==> config.mk <==
export PLATFORM = sky130hd
export DESIGN_NAME = booth_seq_mult
export DESIGN_NICKNAME = d
export VERILOG_FILES = /design/src/rtl/booth_seq_mult.sv
export SDC_FILE = /design/constraint.sdc
export NUM_CORES = 1
export LEC_CHECK = 0
export BUFFER_PORTS_ARGS = -buffer_cell sky130_fd_sc_hd__buf_4
export CAP_MARGIN = 0
export CELL_PAD_IN_SITES_DETAIL_PLACEMENT = 0
export CELL_PAD_IN_SITES_GLOBAL_PLACEMENT = 1
export CORE_ASPECT_RATIO = 1.5
export CORE_UTILIZATION = 45
export CTS_CLUSTER_SIZE = 12
export DETAILED_ROUTE_END_ITERATION = 10
export PLACE_DENSITY = 0.75
export SLEW_MARGIN = 0
export SYNTH_ARGS = -nofsm -noshare
export SYNTH_HDL_FRONTEND = slang
export SYNTH_SLANG_ARGS = --single-unit
==> constraint.sdc <==
create_clock -name clk -period 6.3 [get_ports clk]
set_clock_uncertainty 0.15 [all_clocks]
set_input_delay 0.945 -clock clk [delete_from_list [all_inputs] [get_ports clk]]
set_output_delay 0.945 -clock clk [all_outputs]
set_load 0.02 [all_outputs]
==> src/rtl/booth_seq_mult.sv <==
// rtl/booth_seq_mult.sv - sequential radix-4 signed-digit by 8-bit multiplier
//
// Multiplies a two's-complement 8-bit operand by a number given as four
// radix-4 signed digits (each in -2..+2). One digit is processed per clock,
// so a multiply takes four RUN cycles followed by a single DONE cycle.
//
// Ports:
//   clk      - clock, all state changes on the rising edge
//   rst_n    - asynchronous active-low reset
//   start    - begin a multiply (accepted in IDLE or DONE)
//   y        - two's-complement multiplicand
//   sdn1..4  - signed digits, weights 4^0..4^3; bit[2]=sign, bits[1:0]=magnitude
//   busy     - high while in RUN
//   done     - one-cycle pulse while in DONE
//   product  - 16-bit two's-complement result, held until the next completion

module booth_seq_mult (
   input  logic        clk,
   input  logic        rst_n,
   input  logic        start,
   input  logic [7:0]  y,
   input  logic [2:0]  sdn1,
   input  logic [2:0]  sdn2,
   input  logic [2:0]  sdn3,
   input  logic [2:0]  sdn4,
   output logic        busy,
   output logic        done,
   output logic [15:0] product
);

   typedef enum logic [1:0] {
      IDLE = 2'd0,
      RUN  = 2'd1,
      DONE = 2'd2
   } state_t;

   state_t          state;
   logic [7:0]      y_q;
   logic [3:0][2:0] dig_q;
   logic [15:0]     acc;
   logic [1:0]      cnt;

   logic [2:0]      cur_dig;
   logic [15:0]     y_ext;
   logic [15:0]     pp_mag;
   logic [15:0]     pp_signed;
   logic [15:0]     pp_shift;
   logic [15:0]     sum;

   // Partial product for the digit selected by cnt. Magnitude 3 is not a
   // legal radix-4 digit and is deliberately treated as zero.
   always_comb begin
      cur_dig = dig_q[cnt];
      y_ext   = {{8{y_q[7]}}, y_q};
      case (cur_dig[1:0])
         2'b01:   pp_mag = y_ext;
         2'b10:   pp_mag = {y_ext[14:0], 1'b0};
         default: pp_mag = 16'h0000;
      endcase
      pp_signed = cur_dig[2] ? (16'h0000 - pp_mag) : pp_mag;
      pp_shift  = pp_signed << {cnt, 1'b0};
      sum       = acc + pp_shift;
   end

   always_ff @(posedge clk or negedge rst_n) begin
      if (!rst_n) begin
         state   <= IDLE;
         busy    <= 1'b0;
         done    <= 1'b0;
         product <= 16'h0000;
         acc     <= 16'h0000;
         cnt     <= 2'd0;
         y_q     <= 8'h00;
         dig_q   <= '0;
      end else begin
         case (state)
            IDLE, DONE: begin
               done <= 1'b0;
               if (start) begin
                  y_q   <= y;
                  dig_q <= {sdn4, sdn3, sdn2, sdn1};
                  acc   <= 16'h0000;
                  cnt   <= 2'd0;
                  busy  <= 1'b1;
                  state <= RUN;
               end else begin
                  busy  <= 1'b0;
                  state <= IDLE;
               end
            end
            RUN: begin
               acc <= sum;
               cnt <= cnt + 2'd1;
               if (cnt == 2'd3) begin
                  // Last digit: the result goes straight to product so it is
                  // visible in the same cycle that done is high.
                  product <= sum;
                  busy    <= 1'b0;
                  done    <= 1'b1;
                  state   <= DONE;
               end
            end
            default: begin
               busy  <= 1'b0;
               done  <= 1'b0;
               state <= IDLE;
            end
         endcase
      end
   end

endmodule

* Word-level counts from Yosys, hierarchy flattened
Cells that the tools add are included.
** Storage, ports and cells
- Output and inout port bits :: 18
- Bits in registers :: 58
** Cells by class
- Shifts and indexed selects :: 1
- Magnitude comparators :: 1
- Reduce and logical (&&, ||, !) cells :: 6
- Eq/ne operators :: 7
- Muxes and demuxes :: 16
- $add $sub $neg :: 3
** Operators with widths (number)
- one-hot mux 16 bit (2 select lines) :: 2
- two-way mux 16 bit :: 2
- adder 16 bit :: 1
- << shifter 16 x 3 -> 16 bit :: 1
- subtractor 1 x 16 -> 16 bit (first input constant) :: 1
- one-hot mux 2 bit (2 select lines) :: 2
- binary-select mux 3 bit (select 2 bit) :: 1
- equality test 2 bit (second input constant) :: 3
- AND reduction 2 bit :: 3
- two-way mux 1 bit :: 5
- equality test 2 x 1 -> 1 bit (second input constant) :: 2
- two-way mux 2 bit :: 2
- inequality test 2 bit (second input constant) :: 2
- less-than comparator 2 x 3 -> 1 bit (second input constant) :: 1
- two-way mux 3 bit :: 1
- adder 2 x 1 -> 2 bit (second input constant) :: 1
- zero test 2 bit :: 1
- one-hot mux 1 bit (2 select lines) :: 1
- nonzero test 2 bit :: 1
- OR reduction 2 bit :: 1

* Logic depth before layout (Yosys ltp)
Gate-level depths: netlist of run 1.
- Word-level depth :: 9
- Depth in mapped cells :: 24
- Gate-level depth less buffers :: 22

* Worst setup path before layout of run 1
OpenSTA, ideal clock, no wires.
- Path kind :: reg2reg
- From :: register cnt[0]
- To :: register acc[15]
- Cell stages (with the launch flop) :: 23
- Setup time :: 0.119 ns
- Arrival :: 4.467 ns
- Data required time :: 6.031 ns
- Buffers on the path :: 2
- Path slack :: 1.564 ns
- Cell sequence :: dfrtp_1 -> buf_6 -> mux4_2 -> ha_1 -> clkbuf_1 -> inv_1 -> nand3_1 -> ha_1 -> o21ai_0 -> nor4b_1 -> nor2b_1 -> xor2_1 -> o21ai_0 -> mux2_2 -> ha_1 -> a21o_1 -> a21oi_1 -> nand3_1 -> o21ai_0 -> a41oi_1 -> xor2_2 -> o21bai_1 -> a21bo_2
** On the way
- Cells in the longest elaborated chain, start to end :: 9
- Elaborated cells between the ends (all ways) :: 10
- Classes of those cells :: 2 x add/sub; 2 x eq/ne; 1 x shift; 5 x mux
** RTL lines
- start: declaration :: RTL line 41 : logic [1:0] cnt;
- start signal: assignment :: RTL line 93 : cnt <= cnt + 2'd1;
- binary-select mux 3 bit (select 2 bit) :: RTL line 53 : cur_dig = dig_q[cnt];
- two-way mux 3 bit (implied by the code) :: RTL line 53
- equality test 2 bit / equality test 2 x 1 -> 1 bit (equally long branches) :: RTL line 55 : case (cur_dig[1:0])
- one-hot mux 16 bit (2 select lines) :: RTL line 55
- subtractor 1 x 16 -> 16 bit :: RTL line 60 : pp_signed = cur_dig[2] ? (16'h0000 - pp_mag) : pp_mag;
- two-way mux 16 bit :: RTL line 60
- << shifter 16 x 3 -> 16 bit (*) :: RTL line 61 : pp_shift = pp_signed << {cnt, 1'b0};
- adder 16 bit (*) :: RTL line 62 : sum = acc + pp_shift;
- one-hot mux 16 bit (2 select lines) (*) :: RTL line 76 : case (state)
- end signal: assignment :: RTL line 92 : acc <= sum;
- end: declaration :: RTL line 40 : logic [15:0] acc;
Mark *: on every way between the ends. The rest lies on a longest branch, timed or not. The select of a mux whose other input is x is not followed.
A chain may end at the register's enable or synchronous reset.

* Worst setup path after layout of run 1
- From :: register cnt[1]
- To :: register acc[15]
The elaborated chain is that of the path after synthesis.

==> flow_summary.yaml, run 1 <==
run_status:
  outcome: "complete, no violations"
sta:
  slew_viol_final: 0
  finalSetupViolCount: 0
  rsz0062_at_grt: "no"
  setup-tns-final_ns: 0
  fmax_mhz: 184.5
  tightest_slew_ns: 0.9791
  timing.final.hold_violations: 0
  hold_ws_ns: 0.3374
  fin_crit_sh_pct: 86.03
  fin_crit_ns: 5.420
  max_slew_margin_pct: 34.43
setup_path:
  cp_slowest_cell: "dfrtp_1"
  arrival_ns: 5.50
  required_ns: 6.38
  crit_chain: "mux4_2, ha_1, inv_1, nand3_1, ha_1, o21ai_0, nor4b_1, nor2b_1, xor2_1, o21ai_0, mux2_2, ha_1, a21o_1, a21oi_1, nand3_1, o21ai_0, a41oi_1, xor2_2, o21bai_1, a21bo_2"
  path_class: "flop to flop"
  start_kind: "flop"
  cp-end-kind: "flop"
  worstRegToRegCells: 20
  r2r_start: "cnt[1]"
  crit_path_max_incr_delay_ns: 0.87
  rrSetupSlack_ns: 0.88
  path_max_fanout: 28
  r2r-end: "acc[15]"
floorplanning:
  io_pins: 41
  die_h_um: 108.2
  initial_core_util_pct: 46.53
  die_x_um: 72.81
  core_um2: 7274
  die-area_um2: 7879
  rows: 38
global_routing:
  grt_util_met1_pct: 22.87
  grt_first_pass_wirelength_um: 11760
  grt_max_degree: 57
  antenna_found_initial: 0
  grtUsageMet3_pct: 3.635
  grt.met2_usage_pct: 36.18
  grt_busiest_layer: "met2"
  first_global_vias: 2482
  grt-ovfl-total: 0
  grt.total_usage_pct: 19.83
synthesis:
  synth_top_family_by_area: "compound AO/OA/AOI/OAI gates"
  synth_edf_count: 0
  synth_area_per_cell_um2: 9.896
  synth_top_area_share_pct: 41.40
  synthSimpleGateAreaFrac_pct: 10.79
  synthXorXnorAreaFrac_pct: 6.174
  ys_warn_count: 0
  yosys.area.top_type: "dfrtp_1"
  synthDistinctLibCells: 43
  synthMuxAreaShare_pct: 11.65
  synth_area_um2: 3384
  ys_seq_area_share_pct: 41.40
  syn-num-nets: 385
  synth_compound_area_share_pct: 19.11
  ys_top_cells_by_area: "dfrtp_1 (41%), mux2_2 (9.6%), ha_1 (7.0%)"
  synthAdderAreaFrac_pct: 7.616
  syn_inst: 342
  postSynth.asyncResetShare_pct: 100.0
  synth_flop_cell: "dfrtp_1"
  ys_ff_latch: 56
route:
  ant_nets: 0
  via_count: 2529
  wl_um: 7030
  firstDrtPassIters: 4
  avgViaCountPerCell: 5.324
  wl_per_cell_um: 14.80
  drt_iter0_markers: 107
  route.detailed.drc: 0
placed_design:
  dp_hpwl_um: 5432
  gp_congestion: 0.8260
  portBuffers: 40
clock_network:
  clkLatencyLatePin_ns: 0.33
  clockRootBuffer: "clkbuf_8"
  cts.clk_slew.worst_paths_ns: 0.11
  htreeDepth: 2
  clock-sinks: 56
  post_cts_resized: 0
  cts_setup_buffers: 0
  hold_buffers: 0
  cts_tree: "built"
  clk_path_buf_depth: 2
  cts_buffers: 5
final_layout:
  area_delta_synth_final_pct: 13.60
  drive_gt1_share_pct: 24.27
  antenna_cells: 0
  fin_nets: 417
flow_run:
  cap_violations: 0
worst_hold_path:
  hold_path.class: "flop to flop"
  hold-path-endpoint: "product[11]"
  hold_depth: 2
  hp-start: "product[11]"
==> per-layer routing <==
layer  vias up  wire length (um)
met5         -                 0
met4         0               104
met3         5               167
met2        41              3813
met1      1208              2945
li1       1275                 -
==> through the flow <==
step	setup slack, ns	instance area [um^2]	util (%)	std cells
final	0.8798	3845	52.86	475
after global routing	0.4562	3845	52.86	475
after CTS	0.8639	3845	52.86	475
after detailed placement	0.8973	3751	51.57	467
after global placement	0.9890	3751	51.57	467
after floorplan	1.564	3385	-	342
==> registers in the layout (all words and copies together), names as in the netlist <==
| name | cells |
|---|---|
| acc | 16 |
| product | 16 |
| dig_q | 12 |
| y_q | 8 |
| cnt | 2 |
| done | 1 |
| state | 1 |
==> how the worst max path moves through the flow <==
stage,start,end,slack [ns],depth (start not counted)
after floorplan,cnt[0],acc[15],1.56,22
after global placement,cnt[1],acc[15],0.99,20
after detailed placement,cnt[1],acc[15],0.90,20
after CTS,cnt[1],acc[15],0.86,20
after global routing,cnt[1],acc[15],0.46,20
final,cnt[1],acc[15],0.88,20
==> critical path, delay by kind of cell, from the launching register on <==
kind            cells  cell delay (ns)
buf+inv             1             0.12
simple gates        4             0.87
mux                 2             0.73
xor+xnor            2             0.36
flops               1             0.87
fa+ha+maj           3             1.05
compound gates      8             1.17
==> cell families after synthesis <==
kind of cell,Yosys count
AOI/OAI and AO/OA,104
and+or+nand+nor,81
DFF,56
muxes,32
buffers and inverters,26
xor gates and xnor gates,23
adders and majority gates,20
==> cells in the final DEF (no fill, tap or decap), types with 2 or more instances in the layout <==
cell type  instances
mux2_2            29
dfrtp_1           56
nand3_1            4
a21o_1             5
xnor2_1           10
nand2_1           34
a22o_1             7
buf_4             42
xor2_1            12
mux4_2             3
a21oi_1           23
clkbuf_8           5
ha_1              19
a31o_2             2
o31ai_1            3
inv_1              9
o21bai_1           2
o21ai_0           40
o22ai_1            2
nor2_1            22
a22oi_1            6
nand2b_1           6
o211ai_1           2
nor2b_1            8
a31oi_1            4
inv_6              2
==> synthesized netlist by cell type, types with 2 or more instances <==
cell	instances
a21oi_1	23
o211ai_1	2
buf_2	4
xor2_1	12
clkbuf_1	11
nand2b_1	6
mux2_2	29
a21o_1	5
a22oi_1	6
o22ai_1	2
o21ai_0	40
dfrtp_1	56
o31ai_1	3
nor2_1	22
nand2_1	34
nand3_1	4
o21bai_1	2
inv_1	9
ha_1	19
mux4_2	3
a22o_1	7
a31oi_1	4
a31o_2	2
nor2b_1	9
xnor2_1	10
==> final cells by class <==
class	instances	area (um^2)
Clock inverter	3	25.02
Multi-Input combinational cell	260	1876
Fill cell	711	3430
Inverter	9	33.78
Sequential cell	56	1401
Timing Repair Buffer	42	315.3
Tap cell	100	125.1
Clock buffer	5	68.82
Power of run 1 is left out: the tool's default activity adds up to more than one toggle a clock period on the data nets, which glitch-free logic cannot reach.
==> inputs of run 2 (changes only) <==
- CELL_PAD_IN_SITES_DETAIL_PLACEMENT: 0 -> 1
- CORE_UTILIZATION: 45 -> 35
- PLACE_DENSITY: 0.75 -> 0.6
==> run 2 against run 1 <==
Effect of this change:
- register-to-register slack better by 0.22 ns
- utilization fell by 11 points
- cell area increased by 2.1%
- critical endpoint unchanged
- cell count rose by 2.7%
- fmax grew 4.3%
- non-clock buffer count grew 1
==> flow_summary.yaml, run 2 (synthesis results as in run 1) <==
sta:
  fmax_mhz: 192.4
  timing.final.hold_violations: 0
  slew_viol_final: 0
  setup-tns-final_ns: 0
  tightest_slew_ns: 1.037
  fin_crit_sh_pct: 82.50
  fin_crit_ns: 5.198
  finalSetupViolCount: 0
  rsz0062_at_grt: "no"
  max_slew_margin_pct: 30.52
setup_path:
  arrival_ns: 5.23
  cp_slowest_cell: "mux4_2"
  critPathBufInv: 1
  crit_path_max_incr_delay_ns: 0.54
  critPathTopFamily: "compound AO/OA/AOI/OAI gates"
  required_ns: 6.34
  path_max_fanout: 12
  cp-end-kind: "flop"
  path_class: "flop to flop"
  crit_chain: "mux4_2, ha_1, inv_1, nand3_1, ha_1, o21ai_0, nor4b_1, nor2b_1, xor2_1, o21ai_0, mux2_2, ha_1, a21o_1, a21oi_1, nand3_1, o21ai_0, a41oi_1, xor2_2, o21bai_1, a21bo_2"
  start_kind: "flop"
floorplanning:
  rows: 43
  core_um2: 9308
  die_x_um: 82.29
  die_h_um: 122.4
  initial_core_util_pct: 36.36
  die-area_um2: 10080
  io_pins: 41
placed_design:
  dp_hpwl_um: 6060
  portBuffers: 40
  gp_congestion: 0.7790
final_layout:
  antenna_cells: 0
  final_cell_mix: "dfrtp_1 (56), buf_4 (43), o21ai_0 (40)"
  drive_gt1_share_pct: 24.47
  largestRegisters: "acc x16, product x16, dig_q x12"
  layout_commonest_cell: "dfrtp_1"
  fin_nets: 418
  area_delta_synth_final_pct: 16.04
  finish.utilization_pct: 42.20
clock_network:
  post_cts_resized: 0
  clkLatencyLatePin_ns: 0.30
  cts_setup_buffers: 0
  cts_buffers: 5
  clockRootBuffer: "clkbuf_16"
  cts_tree: "built"
  cts.clk_slew.worst_paths_ns: 0.08
  clk_path_buf_depth: 2
  hold_buffers: 0
  clock-sinks: 56
  htreeDepth: 2
route:
  wl_per_cell_um: 15.82
  avgViaCountPerCell: 5.357
  wl_um: 7719
  via_count: 2614
  drt_iter0_markers: 78
  firstDrtPassIters: 4
  ant_nets: 0
  route.detailed.drc: 0
flow_run:
  cap_violations: 0
run_status:
  outcome: "complete, no violations"
global_routing:
  first_global_vias: 2709
  grt-ovfl-total: 0
  grt_first_pass_wirelength_um: 13020
  grt.total_usage_pct: 17.04
  antenna_found_initial: 0
  grt_max_degree: 57
worst_hold_path:
  hold_path.class: "flop to flop"
-- run 2: cell count changes in the layout (fill, tap and decap cells not counted) --
cell	delta
clkbuf_8	-5
clkinvlp_4	-1
inv_8	+1
buf_4	+1
clkbuf_16	+5
-- run 2: worst register-to-register path: cells and delay by family (launching register included) --
kind / cells / cell delay, ns
muxes: 2 / 0.84
xor gates and xnor gates: 2 / 0.41
AOI/OAI and AO/OA: 8 / 1.14
adders and majority gates: 3 / 1.08
and+or+nand+nor: 4 / 0.90
buffers and inverters: 1 / 0.12
DFF: 1 / 0.45
-- run 2: stage by stage --
step,setup slack (ns),instance area [um^2],std cells,hold slack (ns)
after floorplan,1.564,3385,342,0.3063
after global placement,1.228,3774,480,0.3131
after detailed placement,1.083,3774,480,0.3216
after CTS,1.040,3928,488,0.3401
after global routing,0.5519,3928,488,0.3678
final,1.102,3928,488,0.3331
-- run 2: final timing paths --
kind                             from          to  cells after the start  slack [ns]
max                            cnt[0]     acc[15]                     20        1.10
min                        product[1]  product[1]                      2        0.33
max reg2reg                    cnt[0]     acc[15]                     20        1.10
min reg2reg                product[1]  product[1]                      2        0.33
max in group asynchronous       rst_n      acc[5]                      1        4.98
min in group asynchronous       rst_n     acc[13]                      1        0.55
-- run 2: area by class of cell --
class | count | area, um^2
clock buffer | 5 | 125.1
timing repair buffer | 43 | 322.8
inverter | 9 | 33.78
tap | 112 | 140.1
clock inverter | 3 | 28.78
multi-input combinational | 260 | 1876
fill | 1083 | 5380
sequential | 56 | 1401
-- run 2: per-layer routing --
layer / up-vias / GRT usage [%] / routed length, um
li1: 1282 / - / -
met3: 8 / 2.454 / 152
met5: - / 0 / 0
met4: 0 / 5.373 / 124
met2: 34 / 31.10 / 4209
met1: 1290 / 19.91 / 3233
Power of run 2 is left out for the same reason.
==> inputs of run 3 (changes only) <==
- clock period: 6.3 -> 5.4 ns (I/O delays scaled with it)
==> run 3 against run 2 <==
Effect of this change:
- fmax grew 3.7%
- cell count is 0.41% higher
- global-route usage grew 0.40 points
- register-to-register slack got worse by 0.72 ns
- flip-flop and latch count unchanged
- first-iteration DRC count fell by 40%
- wire length increased by 2.6%
- worst setup slack worse by 0.72 ns
- sequential share of layout area fell by 0.19 points
==> flow_summary.yaml, run 3 (synthesis results as in run 1) <==
floorplanning:
  initial_core_util_pct: 36.36
  die-area_um2: 10080
  core_um2: 9308
  io_pins: 41
  die_x_um: 82.29
  rows: 43
  die_h_um: 122.4
setup_path:
  r2r_start: "cnt[0]"
  crit_top_cell: "ha_1"
  worstRegToRegCells: 19
  crit_path_max_incr_delay_ns: 0.55
  start_kind: "flop"
  path_class: "flop to flop"
  rrSetupSlack_ns: 0.39
  critPathBufInv: 1
  r2r-end: "product[14]"
  crit_chain: "mux4_2, inv_1, ha_1, a22o_1, nand2_1, ha_1, nand2b_1, xor2_1, mux2_2, nor2_1, ha_1, nor2b_1, o21a_1, o21ai_0, a21oi_1, a31o_2, a221oi_2, xor2_1, o21ai_0"
  crit_cells: 19
  critPathTopFamily: "compound AO/OA/AOI/OAI gates"
  arrival_ns: 5.01
  path_max_fanout: 12
  cp-end-kind: "flop"
  required_ns: 5.40
  cp_slowest_cell: "mux4_2"
global_routing:
  first_global_vias: 2680
  grt_max_degree: 57
  antenna_found_initial: 0
  grt_first_pass_wirelength_um: 13250
  grt.total_usage_pct: 17.44
  grt-ovfl-total: 0
sta:
  tightest_slew_ns: 1.025
  fin_crit_sh_pct: 92.86
  rsz0062_at_grt: "no"
  slew_viol_final: 0
  finalSetupViolCount: 0
  timing.final.hold_violations: 0
  fin_crit_ns: 5.015
  fmax_mhz: 199.4
  setup-tns-final_ns: 0
  max_slew_margin_pct: 31.34
route:
  ant_nets: 0
  via_count: 2619
  wl_um: 7916
  drt_iter0_markers: 47
  route.detailed.drc: 0
  avgViaCountPerCell: 5.345
  firstDrtPassIters: 4
  wl_per_cell_um: 16.16
worst_hold_path:
  hold_depth: 2
  hold-path-endpoint: "product[1]"
  hp-start: "product[1]"
  hold_path.class: "flop to flop"
clock_network:
  htreeDepth: 2
  clk_path_buf_depth: 2
  cts.clk_slew.worst_paths_ns: 0.08
  hold_buffers: 0
  clkLatencyLatePin_ns: 0.30
  cts_buffers: 5
  clockRootBuffer: "clkbuf_16"
  cts_tree: "built"
  clock-sinks: 56
final_layout:
  antenna_cells: 0
  largestRegisters: "acc x16, product x16, dig_q x12"
  layout_commonest_cell: "dfrtp_1"
  drive_gt1_share_pct: 25.13
  final_cell_mix: "dfrtp_1 (56), buf_4 (45), o21ai_0 (40)"
  area_delta_synth_final_pct: 16.67
  fin_nets: 420
run_status:
  outcome: "complete, no violations"
flow_run:
  cap_violations: 0
placed_design:
  dp_hpwl_um: 6100
  portBuffers: 40
  gp_congestion: 0.8161
[run 3: cell count changes in the layout (fill, tap and decap cells not counted), sizes merged]
cell | previous run | this run
buf | 43 | 45
[run 3: worst max-delay path by stage]
stage / to / start / slack, ns
6_report: product[14] / cnt[0] / 0.39
3_5_place_dp: product[14] / cnt[0] / 0.35
3_3_place_gp: product[14] / cnt[0] / 0.46
5_1_grt: acc[14] / cnt[0] / 0.01
2_1_floorplan: acc[15] / cnt[0] / 0.66
4_1_cts: product[14] / cnt[0] / 0.29
[run 3: layout make-up]
cell class                      instances  area (um^2)
Fill cell                            1072         5359
Multi-Input combinational cell        260         1882
Sequential cell                        56         1401
Timing Repair Buffer                   45        337.8
Tap cell                              112        140.1
Clock buffer                            5        125.1
Inverter                                9        33.78
Clock inverter                          3        28.78
[run 3: what timing repair did]
| item | in CTS | in global routing |
|---|---|---|
| gates resized for setup | 0 | 1 |
| buffers inserted | 0 | 0 |
| endpoints found under the setup margin | 0 | 3 |
[run 3: worst register-to-register path, delay by kind of cell (launching register included)]
kind            cells  cell delay, ns
flops               1            0.45
simple gates        4            0.53
xor+xnor            2            0.43
compound gates      7            1.53
fa+ha+maj           3            0.88
mux                 2            0.83
buf+inv             1            0.07
[run 3: per-layer routing]
metal,up-vias,global-route usage (%),share of wire (%)
li1,1287,-,-
met5,-,0,0
met2,39,31.97,54
met1,1284,19.94,42
met3,9,2.677,2.2
met4,0,5.921,1.5
[run 3: metrics by stage]
stage | instance area [um^2] | util (%) | instances | hold slack (ns) | setup WS, ns
4_1_cts | 3943 | 42.36 | 490 | 0.3396 | 0.2875
3_3_place_gp | 3789 | 40.70 | 482 | 0.3135 | 0.4623
3_5_place_dp | 3789 | 40.70 | 482 | 0.3212 | 0.3500
5_1_grt | 3949 | 42.43 | 490 | 0.3586 | 0.01470
6_report | 3949 | 42.43 | 490 | 0.3309 | 0.3855
2_1_floorplan | 3385 | - | 342 | 0.3063 | 0.6639
Power of run 3 is left out for the same reason.
